===== src/rtl/ocm_port_arbiter_pkg.sv =====
// OCM port arbiter shared definitions.
// Macro geometry, default requester count and arbiter state encoding.
package ocm_pkg;

    localparam int OCM_AW   = 12;
    localparam int OCM_DW   = 128;
    localparam int OCM_NREQ = 4;
    localparam int OCM_IDW  = $clog2(OCM_NREQ);

    typedef enum logic {
        ARB    = 1'b0,
        LOCKED = 1'b1
    } arb_state_e;

endpackage


===== src/rtl/ocm_port_arbiter_rr_pick.sv =====
// Round-robin picker: first valid bit at or above start, wrapping.
// Pure combinational; shared with the DMA channel scheduler.
module rr_pick #(
    parameter int N  = 4,
    parameter int IW = $clog2(N)
) (
    input  logic [N-1:0]  valid,
    input  logic [IW-1:0] start,
    output logic [N-1:0]  grant,
    output logic [IW-1:0] idx
);

    // Scan N positions from start, modulo N, keep the first hit.
    always_comb begin
        int  j;
        logic found;
        grant = '0;
        idx   = '0;
        found = 1'b0;
        j     = 0;
        for (int k = 0; k < N; k++) begin
            j = int'(start) + k;
            if (j >= N) j = j - N;
            if (!found && valid[j]) begin
                found    = 1'b1;
                grant[j] = 1'b1;
                idx      = IW'(j);
            end
        end
    end

endmodule


===== src/rtl/ocm_port_arbiter.sv =====
// Single OCM macro port shared by NREQ requesters.
// Round-robin with lock; drives CEN/WEN/A/D, returns tagged responses.
module ocm_port_arbiter
    import ocm_pkg::*;
#(
    parameter int NREQ = OCM_NREQ,
    parameter int AW   = OCM_AW,
    parameter int DW   = OCM_DW,
    parameter int IDW  = $clog2(NREQ)
) (
    input  logic             sys_clk,
    input  logic             sys_rst,
    input  logic [NREQ-1:0]    req_valid,
    output logic [NREQ-1:0]    req_ready,
    input  logic [NREQ-1:0]    req_lock,
    input  logic [NREQ-1:0]    req_we,
    input  logic [NREQ*AW-1:0] req_addr,
    input  logic [NREQ*DW-1:0] req_wdata,
    output logic [NREQ-1:0]    rsp_valid,
    output logic [DW-1:0]      rsp_rdata,
    output logic             CEN,
    output logic             WEN,
    output logic [AW-1:0]      A,
    output logic [DW-1:0]      D,
    input  logic [DW-1:0]      Q
);

    arb_state_e      state_q, state_d;
    logic [IDW-1:0]  owner_q, owner_d;
    logic [IDW-1:0]  ptr_q, ptr_d;
    logic [NREQ-1:0] arb_grant;
    logic [IDW-1:0]  arb_idx;
    logic [NREQ-1:0] grant;
    logic [IDW-1:0]  g_idx;
    logic            accept;

    rr_pick #(
        .N  (NREQ),
        .IW (IDW)
    ) u_pick (
        .valid (req_valid),
        .start (ptr_q),
        .grant (arb_grant),
        .idx   (arb_idx)
    );

    // Grant: round-robin pick, or only the lock owner while locked.
    always_comb begin
        grant = arb_grant;
        g_idx = arb_idx;
        unique case (state_q)
            ARB: ;
            LOCKED: begin
                grant          = '0;
                g_idx          = owner_q;
                grant[owner_q] = req_valid[owner_q];
            end
            default: ;
        endcase
    end

    assign accept    = |grant;
    assign req_ready = grant;
    assign rsp_rdata = Q;

    // Macro port mux; A/D follow the selected index even when idle.
    always_comb begin
        CEN = !accept;
        WEN = 1'b1;
        A   = req_addr[int'(g_idx)*AW +: AW];
        D   = req_wdata[int'(g_idx)*DW +: DW];
        if (accept) WEN = !req_we[g_idx];
    end

    // Next state: advance pointer past the winner, enter/leave lock.
    always_comb begin
        state_d = state_q;
        owner_d = owner_q;
        ptr_d   = ptr_q;
        if (accept) begin
            if (g_idx == IDW'(NREQ - 1)) ptr_d = '0;
            else                         ptr_d = g_idx + IDW'(1);
            if (req_lock[g_idx]) begin
                state_d = LOCKED;
                owner_d = g_idx;
            end else begin
                state_d = ARB;
            end
        end
    end

    // Arbiter registers and one-cycle response tag.
    always_ff @(posedge sys_clk) begin
        if (sys_rst) begin
            state_q   <= ARB;
            owner_q   <= '0;
            ptr_q     <= '0;
            rsp_valid <= '0;
        end else begin
            state_q   <= state_d;
            owner_q   <= owner_d;
            ptr_q     <= ptr_d;
            rsp_valid <= grant;
        end
    end

endmodule


===== config.mk =====
export PLATFORM = sky130hd
export DESIGN_NAME = ocm_port_arbiter
export DESIGN_NICKNAME = d
export VERILOG_FILES = /design/src/rtl/ocm_port_arbiter_pkg.sv /design/src/rtl/ocm_port_arbiter_rr_pick.sv /design/src/rtl/ocm_port_arbiter.sv
export SDC_FILE = /design/constraint.sdc
export NUM_CORES = 1
export LEC_CHECK = 0
export ABC_AREA = 1
export CORE_AREA = 2 2 385 387
export CTS_BUF_LIST = sky130_fd_sc_hd__clkbuf_8
export CTS_CLUSTER_DIAMETER = 200
export CTS_CLUSTER_SIZE = 10
export DETAILED_ROUTE_END_ITERATION = 10
export DIE_AREA = 0 0 387 389
export PLACE_DENSITY = 0.3
export SYNTH_ARGS = -nofsm -noshare
export SYNTH_HDL_FRONTEND = slang
export SYNTH_HIERARCHICAL = 1
export SYNTH_SLANG_ARGS = --single-unit

===== constraint.sdc =====
create_clock -name sys_clk -period 6.4 [get_ports sys_clk]
set_input_delay 1.92 -clock sys_clk [delete_from_list [all_inputs] [get_ports sys_clk]]
set_output_delay 1.92 -clock sys_clk [all_outputs]
set_load 0.01 [all_outputs]

# == Yosys cells after proc, flatten, opt, wreduce, memory -nomap -nowiden ==
# Index checks and enable logic that the tools add are counted.
# op_classes
addsub,8
multipliers,1
div_mod_pow,0
magnitude_cmp,15
eq_ne,1
shift,2
n_mux,48
bitwise_logic,4
n_reduce_logical,15
# op_table
operator,n
$shiftx A512 B10 Y128,1
$ge A32 B1 Y1 const B,4
$lt A32 B4 Y1 const B,4
$mux W32,4
$ge A32 B4 Y1 const B,3
$sub A32 B4 Y32 const B,3
$shiftx A48 B7 Y12,1
$mux W1,21
$mux W4,5
$bmux W1 S2,7
$mux W2,6
$or A4 B4 Y4,3
$demux W1 S2,5
$logic_and A1 B1 Y1,8
$add A2 B2 Y3 const B,2
$lt A2 B3 Y1 const B,2
$logic_not A1 Y1,5
$and A4 B4 Y4,1
$mul A2 B2 Y4 const B,1
$reduce_or A4 Y1,1
$sub A2 B3 Y4 const B,1
$add A2 B1 Y3 const B,1
$ge A2 B3 Y1 const B,1
$add A2 B1 Y2 const B,1
3 further kinds,3
# totals
ff_bits,9
latchBits,0
mem_bits_rw,0
rom_bits,0
input_bits,702
output_inout_bits,278
elab_cells,98
mem_count,0

# == Depth between registers and ports, before layout ==
# depth
ltp_word,20
mapped_depth,18
mapped_depth_nobuf,17

# == Modules after synthesis ==
# The synthesis kept the hierarchy.
# by_module_without_submodules
module,instances,cells_per_inst,area_each_um2,seq_area_each_um2
ocm_port_arbiter,1,1000,5367.6,180.2
rr_pick,1,85,553.0,0.0

# == Worst setup path after synthesis ==
# No wires, ideal clock.
# synth_timing
path_type,input to output
startpoint,in req_valid[1]
endpoint,out A[0]
t_arrival_ns,3.525
required_time_ns,4.480
path_slack_ns,0.955
path_stages,13
path_buffers,2
cell_sequence,nand2_1 nand3_1 nand2_1 nand2_1 nor2_1 nor2_1 nor2_1 nand2_8 nand2_8 buf_6 clkbuf_1 o21ai_0 o22ai_1
# synth_between
elab_chain_len,16
elab_cells_between_ends,28
classes_between,mul: 1; shift: 1; mux: 20; reduce/logical: 6
# synth_rtl
item,line_no,source
from (decl),ocm_port_arbiter.sv:13,"input logic [NREQ-1:0] req_valid,"
$bmux W1 S2,ocm_port_arbiter_rr_pick.sv:24,if (!found && valid[j]) begin
$mux W1 (not written as such) (2 in a row),ocm_port_arbiter_rr_pick.sv:24,
$mux W1,ocm_port_arbiter_rr_pick.sv:24,
$logic_not A1 Y1,ocm_port_arbiter_rr_pick.sv:24,
$logic_and A1 B1 Y1,ocm_port_arbiter_rr_pick.sv:24,
$mux W1,ocm_port_arbiter_rr_pick.sv:24,
$logic_not A1 Y1,ocm_port_arbiter_rr_pick.sv:24,
$logic_and A1 B1 Y1,ocm_port_arbiter_rr_pick.sv:24,
$mux W1,ocm_port_arbiter_rr_pick.sv:24,
$logic_not A1 Y1,ocm_port_arbiter_rr_pick.sv:24,
$logic_and A1 B1 Y1,ocm_port_arbiter_rr_pick.sv:24,
$mux W2 (*),ocm_port_arbiter_rr_pick.sv:24,
named net arb_idx[0],ocm_port_arbiter.sv:32,logic [IDW-1:0] arb_idx;
$mux W2 (*),ocm_port_arbiter.sv:51,unique case (state_q)
$mul A2 B2 Y4 (*),ocm_port_arbiter.sv:70,A = req_addr[int'(g_idx)*AW +: AW];
$shiftx A48 B7 Y12 (*),ocm_port_arbiter.sv:70,
to (decl),ocm_port_arbiter.sv:23,"output logic [AW-1:0] A,"
# Mark *: on every way through the listed nets, which the timed path passes. The rest lies on a longest branch. The select of a mux whose other input is x is not followed.

# == Worst setup path in the final report ==
# layout_timing
startpoint,in req_valid[1]
endpoint,out D[27]
# layout_between
elab_chain_len,15
elab_cells_between_ends,27
classes_between,shift: 1; mux: 20; reduce/logical: 6
# layout_rtl
item,line_no,source
$bmux W1 S2,ocm_port_arbiter_rr_pick.sv:24,
$mux W1 (not written as such) (2 in a row),ocm_port_arbiter_rr_pick.sv:24,
$mux W1,ocm_port_arbiter_rr_pick.sv:24,
$logic_not A1 Y1,ocm_port_arbiter_rr_pick.sv:24,
$logic_and A1 B1 Y1,ocm_port_arbiter_rr_pick.sv:24,
$mux W1,ocm_port_arbiter_rr_pick.sv:24,
$logic_not A1 Y1,ocm_port_arbiter_rr_pick.sv:24,
$logic_and A1 B1 Y1,ocm_port_arbiter_rr_pick.sv:24,
$mux W1,ocm_port_arbiter_rr_pick.sv:24,
$logic_not A1 Y1,ocm_port_arbiter_rr_pick.sv:24,
$logic_and A1 B1 Y1,ocm_port_arbiter_rr_pick.sv:24,
$mux W2 (*),ocm_port_arbiter_rr_pick.sv:24,
named net arb_idx[0],ocm_port_arbiter.sv:32,
$mux W2 (*),ocm_port_arbiter.sv:51,
$shiftx A512 B10 Y128 (*),ocm_port_arbiter.sv:71,D = req_wdata[int'(g_idx)*DW +: DW];
to (decl),ocm_port_arbiter.sv:24,"output logic [DW-1:0] D,"
# Marks and branches as above.

==> flow_summary.yaml <==
floorplanning:
  die_area_mm2: 0.151
  start_util: 0.0404
  die_y_um: 389
  core.rowCount: 141
  die_w_um: 387
  fp.coreArea_mm2: 0.147
  io_pins: 980
power_and_ir_drop:
  p_per_area_mw_per_mm2: 815
  p_leak_uw: 0.00572
  vdd_drop_max_uv: 326
placed_design:
  port_buffers: 723
  post-dp-hpwl_um: 97000
  postPlaceCellArea_mm2: 0.0155
  routabilityCongestion: 0.854
sta:
  grt_setup_unrepaired: "no"
  setup_viol: 0
  relSlewSlack: 0.575
  skew_ns: 0.00138
  min_period_ns: 6.23
  fin_crit_sh: 0.973
  setup_tns_ns: 0
  tightest_slew_ns: 0.631
  hold_slack_ns: 0.614
  maxSlewViolCount: 0
  fmax_mhz: 161
  hold_viol: 0
logic_synthesis:
  async_flop_share: 0
  synth_nets: 1795
  synth-edff-count: 0
  synth-seq-cells: 9
  synthMuxAreaShare: 0
  yosys_warnings: 6
  ys_types: 30
  synthXorXnorAreaFrac: 0.00148
  yosysSeqAreaShare: 0.0304
  synth_top_family_by_area: "compound AO/OA/AOI/OAI gates"
  synth_compound_area_frac: 0.411
  syn_avg_cell_area_um2: 5.46
  synth_fa_ha_area_frac: 0.0169
  mappedNetlistArea_mm2: 0.00592
  synth_flop_cell: "dfxtp_1"
  synth_cells: 1085
  synth-simple-area-share: 0.268
critical_path:
  critPathArrivalTime_ns: 4.31
  crit_buf_inv: 7
  r2r_setup_slack_ns: 2.94
  r2r_start: "ptr_q[1]"
  worstPathCellList: "clkbuf_2, buf_4, nand2_1, nand3_1, nand2_2, nand3_2, nor2_4, nor2_1, nor2_1, buf_4, nand2_8, nand2_8, clkinv_16, buf_4, buf_6, nor2_1, o22ai_1, dlygate4sd2_1"
  slowest_delay_ns: 0.30
  end_kind: "primary output"
  critPathMaxFanout: 20
  crit_cells: 18
  setup.worst_path.start: "req_valid[1]"
  reg2reg_depth: 19
  critPathKind: "in2out"
  cp.required_ns: 4.48
  timing.rr.end: "ptr_q[0]"
  crit_family: "buffers and inverters"
  cp-start-kind: "input pin"
  crit_path_end: "D[27]"
  crit_slowest_cell: "dlygate4sd2_1"
detailed_routing:
  highest_layer: "met5"
  wl_per_cell_um: 29.1
  wl_met3_um: 15400
  drtIter0Drc: 590
  ant_nets: 0
  num_vias: 11313
  drc: 0
  routed_wl_um: 108000
  vias_per_cell: 3.06
  drtPass1Iterations: 4
  routed-wl-met2_um: 51600
  drt-met1-wl_um: 38900
layout:
  drive_gt1_frac: 0.190
  nNetsFinal: 2470
  fillCellCount: 17187
  design_area_mm2: 0.0161
  final_core_util: 0.110
  area_delta_synth_final_pct: 172
grt:
  grt_overflow: 0
  grtUsageTotal: 0.136
  grt_max_degree: 46
  antenna_found_initial: 106
  first_global_vias: 11647
  grt_pass1_wl_um: 133000
min_path:
  hold_class: "reg2reg"
clocking:
  clk_pin_slew_worst_paths_ns: 0.05
  clk_latency_ns: 0.23
  cts_tree: "built"
  cts.sinks: 9
  cts_buffers: 3
  htreeDepth: 1
  clockBufferDepth: 2
  root_buffer: "clkbuf_8"
outcome:
  status: "complete, no violations"
flow_run:
  maxCapViolations: 0
-- layer usage --
layer / track usage / vias to the layer above
li1: - / 5021
met1: 0.144 / 5185
met2: 0.239 / 837
met3: 0.0817 / 216
met4: 0.00749 / 54
met5: 0 / -
-- worst min-delay path, delay by kind of cell, from the launching register on --
| kind | cells | cell delay (ns) |
|---|---|---|
| AND/OR/NAND/NOR | 1 | 0.05 |
| AO/OA/AOI/OAI | 1 | 0.14 |
| flip-flops | 1 | 0.38 |
-- through the flow --
stage / worst slack [ns] / power [uW] / std cells
5_1_grt: 0.0142 / 14300 / 3689
2_1_floorplan: 0.955 / 4820 / 1085
3_5_place_dp: -0.656 / 13000 / 3664
4_1_cts: 0.00282 / 13400 / 3688
3_3_place_gp: -0.770 / 13100 / 3664
6_report: 0.174 / 13100 / 3698
-- area by class of cell --
cell class                      count  area (um2)  area share
Antenna cell                        9        22.5     0.00140
Inverter                           23         136     0.00848
Sequential cell                     9         180      0.0112
Clock inverter                      1        3.75    0.000233
Timing Repair Buffer              890        8840       0.550
Tap cell                         1930        2410       0.150
Multi-Input combinational cell    832        4430       0.275
Clock buffer                        3        41.3     0.00257
Timing Repair inverter              1        16.3     0.00101
-- kinds of logic after synthesis --
group                    after synthesis
AND/OR/NAND/NOR                      377
XOR/XNOR                               1
flip-flops                             9
AO/OA/AOI/OAI                        445
adder cells (fa/ha/maj)                8
buffers and inverters                245
-- Yosys cell counts, types with 4 or more instances --
cell type,number,area share
clkbuf_1,19,0.012
a21oi_1,11,0.0093
o22ai_1,141,0.15
inv_1,17,0.011
buf_2,56,0.047
dfxtp_1,9,0.030
a21boi_0,4,0.0051
buf_4,135,0.17
nand3_1,30,0.025
nor2_1,297,0.19
nand2_1,33,0.021
o21ai_0,247,0.21
buf_6,11,0.021
nand2_2,5,0.0053
o21ai_1,40,0.034
nand2_8,4,0.014
ha_1,8,0.017
-- registers in the layout, summed over array words and instances, names as in the netlist --
register / flops
ptr_q: 2
rsp_valid: 4
owner_q: 2
state_q: 1
-- how the worst min path moves through the flow --
stage               start          to  cells after the start  slack, ns
2_1_floorplan  owner_q[1]  owner_q[1]                      2       0.50
3_3_place_gp   owner_q[1]  owner_q[1]                      2       0.60
3_5_place_dp   owner_q[1]  owner_q[1]                      2       0.61
4_1_cts        owner_q[1]  owner_q[1]                      2       0.62
5_1_grt        owner_q[1]  owner_q[1]                      2       0.63
6_report       owner_q[1]  owner_q[1]                      2       0.61
-- cell usage in the layout (no fill, tap or decap), drive strengths merged --
| cell | synthesis | final |
|---|---|---|
| clkdlybuf4s15 | 0 | 15 |
| diode | 0 | 9 |
| a21oi | 11 | 11 |
| nor2 | 299 | 299 |
| nand3 | 32 | 32 |
| ha | 8 | 8 |
| nand2 | 44 | 45 |
| dlygate4sd2 | 0 | 63 |
| o21ai | 289 | 289 |
| clkdlybuf4s50 | 0 | 577 |
| clkinv | 0 | 2 |
| o22ai | 141 | 141 |
| clkbuf | 20 | 16 |
| xnor2 | 1 | 1 |
| dfxtp | 9 | 9 |
| bufbuf | 0 | 1 |
| bufinv | 1 | 1 |
| a21boi | 4 | 4 |
| inv | 22 | 22 |
| nand4 | 2 | 2 |
| buf | 202 | 221 |
-- power by group --
part	switching (uW)	leakage (uW)	total [uW]	internal, uW
Combinational	7590	0.00562	12900	5350
Sequential	31.0	0.0000742	111	79.7
Clock	23.6	0.0000270	65.5	41.9
Total	7640	0.00572	13100	5470
-- repair_timing --
item / in CTS / in global routing
buffers inserted: 15 / 2
gates resized for setup: 199 / 58
gates cloned: 5 / 2
hold buffers: 0 / 0
pin swaps: 12 / 9
endpoints found under the setup margin: 141 / 130
Power figures use the tool's default switching activity.
